[src/rtl/cafe_order_scheduler.sv]
// Round-robin order scheduler in front of the coffee-machine FSM: queues one order per requester,
// handshakes start/ack on machine_state and watches for timeouts. Define CAFE_FIXED_PRIO_EN for fixed priority.
module cafe_order_scheduler #(
    parameter int NUM_REQ      = 4,
    parameter int ACK_TIMEOUT  = 16,
    parameter int BREW_TIMEOUT = 255,
    parameter int CNT_W        = 8,
    localparam int ID_W        = $clog2(NUM_REQ)
) (
    input  logic               clk,
    input  logic               rst_n,
    input  logic [NUM_REQ-1:0] req,
    input  logic               clear_err,
    input  logic [3:0]         machine_state,
    output logic               start,
    output logic               busy,
    output logic [ID_W-1:0]    grant_id,
    output logic [NUM_REQ-1:0] pending,
    output logic [NUM_REQ-1:0] done,
    output logic               error,
    output logic [CNT_W-1:0]   cups_served
);

    localparam int TMR_MAX = (BREW_TIMEOUT > ACK_TIMEOUT) ? BREW_TIMEOUT : ACK_TIMEOUT;
    localparam int TMR_W   = $clog2(TMR_MAX + 1);

    localparam logic [3:0] MS_IDLE    = 4'd1;
    localparam logic [3:0] MS_EXTRACT = 4'd9;

    typedef enum logic [2:0] {
        S_IDLE,
        S_WAIT_ACK,
        S_BREWING,
        S_DONE,
        S_ERROR
    } state_t;

    state_t               r_state;
    state_t               w_state_next;
    logic [ID_W-1:0]      r_grant_id;
    logic [NUM_REQ-1:0]   r_pending;
    logic                 r_error;
    logic [CNT_W-1:0]     r_cups;
    logic [TMR_W-1:0]     r_timer;
    logic                 r_saw_extract;

    logic                 w_sel_found;
    logic [ID_W-1:0]      w_sel_id;
    logic [NUM_REQ-1:0]   w_grant_onehot;
    logic                 w_acked;
    logic                 w_ack_expired;
    logic                 w_brew_expired;
    logic                 w_start;
    logic                 w_busy;
    logic [NUM_REQ-1:0]   w_done;

`ifdef CAFE_FIXED_PRIO_EN
    // Lowest pending index wins; scanning downward leaves the lowest one selected.
    always_comb begin
        w_sel_found = |r_pending;
        w_sel_id    = '0;
        for (int i = NUM_REQ - 1; i >= 0; i--) begin
            if (r_pending[i]) begin
                w_sel_id = ID_W'(i);
            end
        end
    end
`else
    logic [ID_W-1:0] r_last_grant;
    logic [ID_W-1:0] w_idx;

    // Search upward from the requester after the last one served, wrapping at NUM_REQ.
    always_comb begin
        w_sel_found = 1'b0;
        w_sel_id    = '0;
        w_idx       = '0;
        for (int k = 1; k <= NUM_REQ; k++) begin
            w_idx = ID_W'((int'(r_last_grant) + k) % NUM_REQ);
            if (!w_sel_found && r_pending[w_idx]) begin
                w_sel_found = 1'b1;
                w_sel_id    = w_idx;
            end
        end
    end

    always_ff @(posedge clk or negedge rst_n) begin
        if (!rst_n) begin
            r_last_grant <= ID_W'(NUM_REQ - 1);
        end else if (r_state == S_DONE) begin
            r_last_grant <= r_grant_id;
        end
    end
`endif

    assign w_grant_onehot = NUM_REQ'(1) << r_grant_id;
    assign w_acked        = (r_state == S_WAIT_ACK) && (machine_state != MS_IDLE);
    assign w_ack_expired  = (r_timer == TMR_W'(ACK_TIMEOUT - 1));
    assign w_brew_expired = (r_timer == TMR_W'(BREW_TIMEOUT - 1));

    always_ff @(posedge clk or negedge rst_n) begin
        if (!rst_n) begin
            r_state <= S_IDLE;
        end else begin
            // NOTE: state is updated with non-blocking assignments so every flop samples pre-edge values.
            r_state <= w_state_next;
        end
    end

    always_comb begin
        // NOTE: every output of this block gets a default first so no path can infer a latch.
        w_state_next = r_state;
        w_start      = 1'b0;
        w_busy       = 1'b1;
        w_done       = '0;
        case (r_state)
            S_IDLE: begin
                w_busy = 1'b0;
                if (w_sel_found) begin
                    w_state_next = S_WAIT_ACK;
                end
            end
            S_WAIT_ACK: begin
                w_start = 1'b1;
                if (machine_state != MS_IDLE) begin
                    w_state_next = S_BREWING;
                end else if (w_ack_expired) begin
                    w_state_next = S_ERROR;
                end
            end
            S_BREWING: begin
                if (machine_state == MS_IDLE && r_saw_extract) begin
                    w_state_next = S_DONE;
                end else if (w_brew_expired) begin
                    w_state_next = S_ERROR;
                end
            end
            S_DONE: begin
                w_done       = w_grant_onehot;
                w_state_next = S_IDLE;
            end
            S_ERROR: begin
                if (clear_err) begin
                    w_state_next = S_IDLE;
                end
            end
            default: begin
                w_state_next = S_IDLE;
            end
        endcase
    end

    always_ff @(posedge clk or negedge rst_n) begin
        if (!rst_n) begin
            r_grant_id    <= '0;
            r_pending     <= '0;
            r_error       <= 1'b0;
            r_cups        <= '0;
            r_timer       <= '0;
            r_saw_extract <= 1'b0;
        end else begin
            // A request arriving on the same edge as the acceptance clear re-queues the order.
            r_pending <= (r_pending & ~(w_acked ? w_grant_onehot : '0)) | req;

            case (r_state)
                S_IDLE: begin
                    if (w_sel_found) begin
                        r_grant_id <= w_sel_id;
                        r_timer    <= '0;
                    end
                end
                S_WAIT_ACK: begin
                    if (w_acked) begin
                        r_timer       <= '0;
                        r_saw_extract <= 1'b0;
                    end else begin
                        r_timer <= r_timer + 1'b1;
                    end
                end
                S_BREWING: begin
                    r_timer <= r_timer + 1'b1;
                    if (machine_state == MS_EXTRACT) begin
                        r_saw_extract <= 1'b1;
                    end
                end
                S_DONE: begin
                    if (r_cups != '1) begin
                        r_cups <= r_cups + 1'b1;
                    end
                end
                S_ERROR: begin
                    if (clear_err) begin
                        r_error <= 1'b0;
                    end
                end
                default: begin
                end
            endcase

            if (w_state_next == S_ERROR && r_state != S_ERROR) begin
                r_error <= 1'b1;
            end
        end
    end

    assign start       = w_start;
    assign busy        = w_busy;
    assign done        = w_done;
    assign grant_id    = r_grant_id;
    assign pending     = r_pending;
    assign error       = r_error;
    assign cups_served = r_cups;

endmodule

[config.mk]
export PLATFORM = sky130hd
export DESIGN_NAME = cafe_order_scheduler
export DESIGN_NICKNAME = d
export VERILOG_FILES = /design/src/rtl/cafe_order_scheduler.sv
export SDC_FILE = /design/constraint.sdc
export NUM_CORES = 1
export LEC_CHECK = 0
export CAP_MARGIN = 20
export CELL_PAD_IN_SITES_DETAIL_PLACEMENT = 1
export CELL_PAD_IN_SITES_GLOBAL_PLACEMENT = 1
export CORE_UTILIZATION = 35
export CTS_CLUSTER_DIAMETER = 80
export DETAILED_ROUTE_END_ITERATION = 6
export PLACE_DENSITY_LB_ADDON = 0.1
export SLEW_MARGIN = 20
export SYNTH_ARGS = -nofsm -noshare
export SYNTH_HDL_FRONTEND = slang
export SYNTH_SLANG_ARGS = --single-unit
export TNS_END_PERCENT = 1
[constraint.sdc]
create_clock -name clk -period 4.2 [get_ports clk]
set_input_delay 1.26 -clock clk [delete_from_list [all_inputs] [get_ports clk]]
set_output_delay 1.26 -clock clk [all_outputs]
set_load 0.05 [all_outputs]
==> impl_metrics.yaml <==
power:
  peakVddDrop_uv: 375
  p_leak_nw: 0.794
  power_density_mw_per_mm2: 678
  finalPower_mw: 1.34
final_layout:
  fin_area_mm2: 0.00198
  fin_nets: 198
  drive_gt1_share_pct: 9.73
  diodes: 0
  syn_to_final_growth_pct: 28.7
global_routing:
  grt_use_total_pct: 19.9
  grt_pass1_wl_um: 6690
  grt_max_degree: 30
  overflow: 0
  antenna_found_initial: 0
  grt_pass1_vias: 1361
logic_synthesis:
  synth_edf_count: 0
  synthFlopType: "dfrtp_1"
  synth_area_mm2: 0.00154
  yosysMostFrequentCell: "dfrtp_1"
  async_flop_share_pct: 100
  synth-seq-cells: 29
  synthCells: 150
  synth_top_area_share_pct: 43.9
  ys_warn_count: 0
  syn-num-nets: 164
  postSynthAreaPerCell_um2: 10.3
  synth_area_leaders: "dfrtp_1 44%, dfstp_2 3.4%, nand2_1 3.4%"
  yosys.area.top_type: "dfrtp_1"
  synth.top_cells.by_count: "27 x dfrtp_1, 14 x nand2_1"
  synthDistinctLibCells: 49
  synth-seq-area-share_pct: 47.3
die:
  ios: 32
  row_count: 23
  initial_core_util_pct: 37.4
  core_mm2: 0.00412
  die_h_um: 68.3
  dieArea_mm2: 0.00467
  die_w_um: 68.3
timing:
  max_freq_mhz: 284
  final.setup.tns_ns: 0
  rsz0062_at_grt: "no"
  post-route-period-util_pct: 83.8
  min_period_ns: 3.52
  setup_viol: 0
  tightest_slew_ns: 0.688
  hold_viol_final: 0
  slew_violations: 0
  relSlewSlack_pct: 53.5
  skew_ns: 0.00651
drt:
  viasPerCell: 5.58
  route.detailed.drc: 0
  num_vias: 1311
  drt_iter0_drc: 81
  drtPass1Iterations: 4
  routed_wl_um: 3990
  wl_per_cell_um: 17.0
  ant_nets: 0
placed_design:
  io_buffers: 31
  place_congestion: 0.785
  place_area_mm2: 0.00189
  hpwlAfterDp_um: 2910
cts:
  cts_num_sinks: 29
  clockBufferDepth: 2
  cts_root_buf: "clkbuf_8"
  post_cts_buffers: 0
  ctsHtreeMaxLevel: 2
  cts-resized-gates: 0
  cts_buffers: 5
  cts_hold_buffers: 0
  clk_pin_slew_ns: 0.07
  cts_tree: "done"
  insertion_delay_ns: 0.28
run:
  drv_cap: 0
worst_setup_path:
  arrival_ns: 2.26
  required_ns: 2.94
  criticalPathCategory: "flop to output pin"
  critPathLaunchType: "flop"
  cp_max_fo: 9
  reg2reg_slack_ns: 2.36
  end_kind: "output pin"
min_path:
  min_path_type: "flop to flop"
status:
  status: "finished, final reports clean"
## placed cells by master, fill, tap and decap left out, types with 3 or more instances in the layout
master | synthesis | final
a21o_1 | 3 | 3
a21oi_1 | 7 | 7
clkbuf_8 | 0 | 6
clkdlybuf4s50_1 | 0 | 31
dfrtp_1 | 27 | 27
ha_1 | 3 | 3
inv_1 | 4 | 4
mux2_2 | 3 | 3
nand2_1 | 14 | 14
nand2b_1 | 5 | 5
nand3_1 | 7 | 7
nand3b_1 | 3 | 3
nor2_1 | 7 | 7
nor3b_1 | 3 | 3
o21ai_0 | 7 | 7
o31ai_1 | 5 | 5
or4_1 | 3 | 3
xnor2_1 | 6 | 6
xor2_1 | 3 | 3
## final cells by class
class / instances / area [um2]
Inverter: 4 / 15.0
Fill cell: 472 / 2130
Timing Repair Buffer: 32 / 318
Tap cell: 50 / 62.6
Clock buffer: 8 / 90.1
Multi-Input combinational cell: 112 / 767
Sequential cell: 29 / 728
## kinds of logic (layout without fill, tap and decap cells)
| group | after synthesis | in the layout | synth area share (%) |
|---|---|---|---|
| buffers and inverters | 9 | 44 | 2.85 |
| AOI/OAI and AO/OA | 38 | 38 | 17.6 |
| muxes | 4 | 4 | 2.85 |
| adders and majority gates | 3 | 3 | 2.44 |
| DFF | 29 | 29 | 47.3 |
| xor gates and xnor gates | 9 | 9 | 5.12 |
| and+or+nand+nor | 58 | 58 | 21.9 |
## registers in the layout, indices dropped and copies added (netlist names)
name	cells
r_timer	8
r_last_grant	2
pending	4
grant_id	2
error	1
r_state	3
cups_served	8
r_saw_extract	1
## layer usage
layer	wire length, um	track usage (%)	vias to the layer above
met2	1970	31.9	28
met5	0	0	-
met1	1830	25.8	657
li1	-	-	622
met3	154	5.50	4
met4	34	6.25	0
## worst max-delay path, stage by stage, from the launching register on
cell             delay (ns)
dfrtp_1                0.48
nand3b_1               0.36
nor3b_1                0.28
clkdlybuf4s50_1        0.86
## path summary, 6_finish.rpt
| check | start | end | cells after the start |
|---|---|---|---|
| setup / recovery | r_state[2]$_DFF_PN0_ | done[1] | 3 |
| hold / removal | cups_served[6]$_DFFE_PN0P_ | cups_served[6]$_DFFE_PN0P_ | 1 |
| setup reg to reg | r_state[2]$_DFF_PN0_ | cups_served[1]$_DFFE_PN0P_ | 3 |
| hold reg to reg | cups_served[6]$_DFFE_PN0P_ | cups_served[6]$_DFFE_PN0P_ | 1 |
| max in group asynchronous | rst_n | r_last_grant[0]$_DFFE_PN1P_ | 2 |
| min in group asynchronous | rst_n | r_saw_extract$_DFFE_PN0P_ | 2 |
## report_power, final
| group | internal [mW] | switching [mW] | total (mW) |
|---|---|---|---|
| Combinational | 0.234 | 0.391 | 0.625 |
| Sequential | 0.359 | 0.121 | 0.480 |
| Clock | 0.133 | 0.104 | 0.237 |
## metrics by stage
step           util [%]  hold WS, ns  worst slack [ns]  instances
2_1_floorplan         -        0.489             0.861        150
3_3_place_gp       45.9        0.468              1.04        227
3_5_place_dp       45.9        0.504             0.957        227
4_1_cts            48.1        0.517             0.641        235
5_1_grt            48.1        0.547             0.572        235
6_report           48.1        0.514             0.679        235
Power figures use the tool's default switching activity.
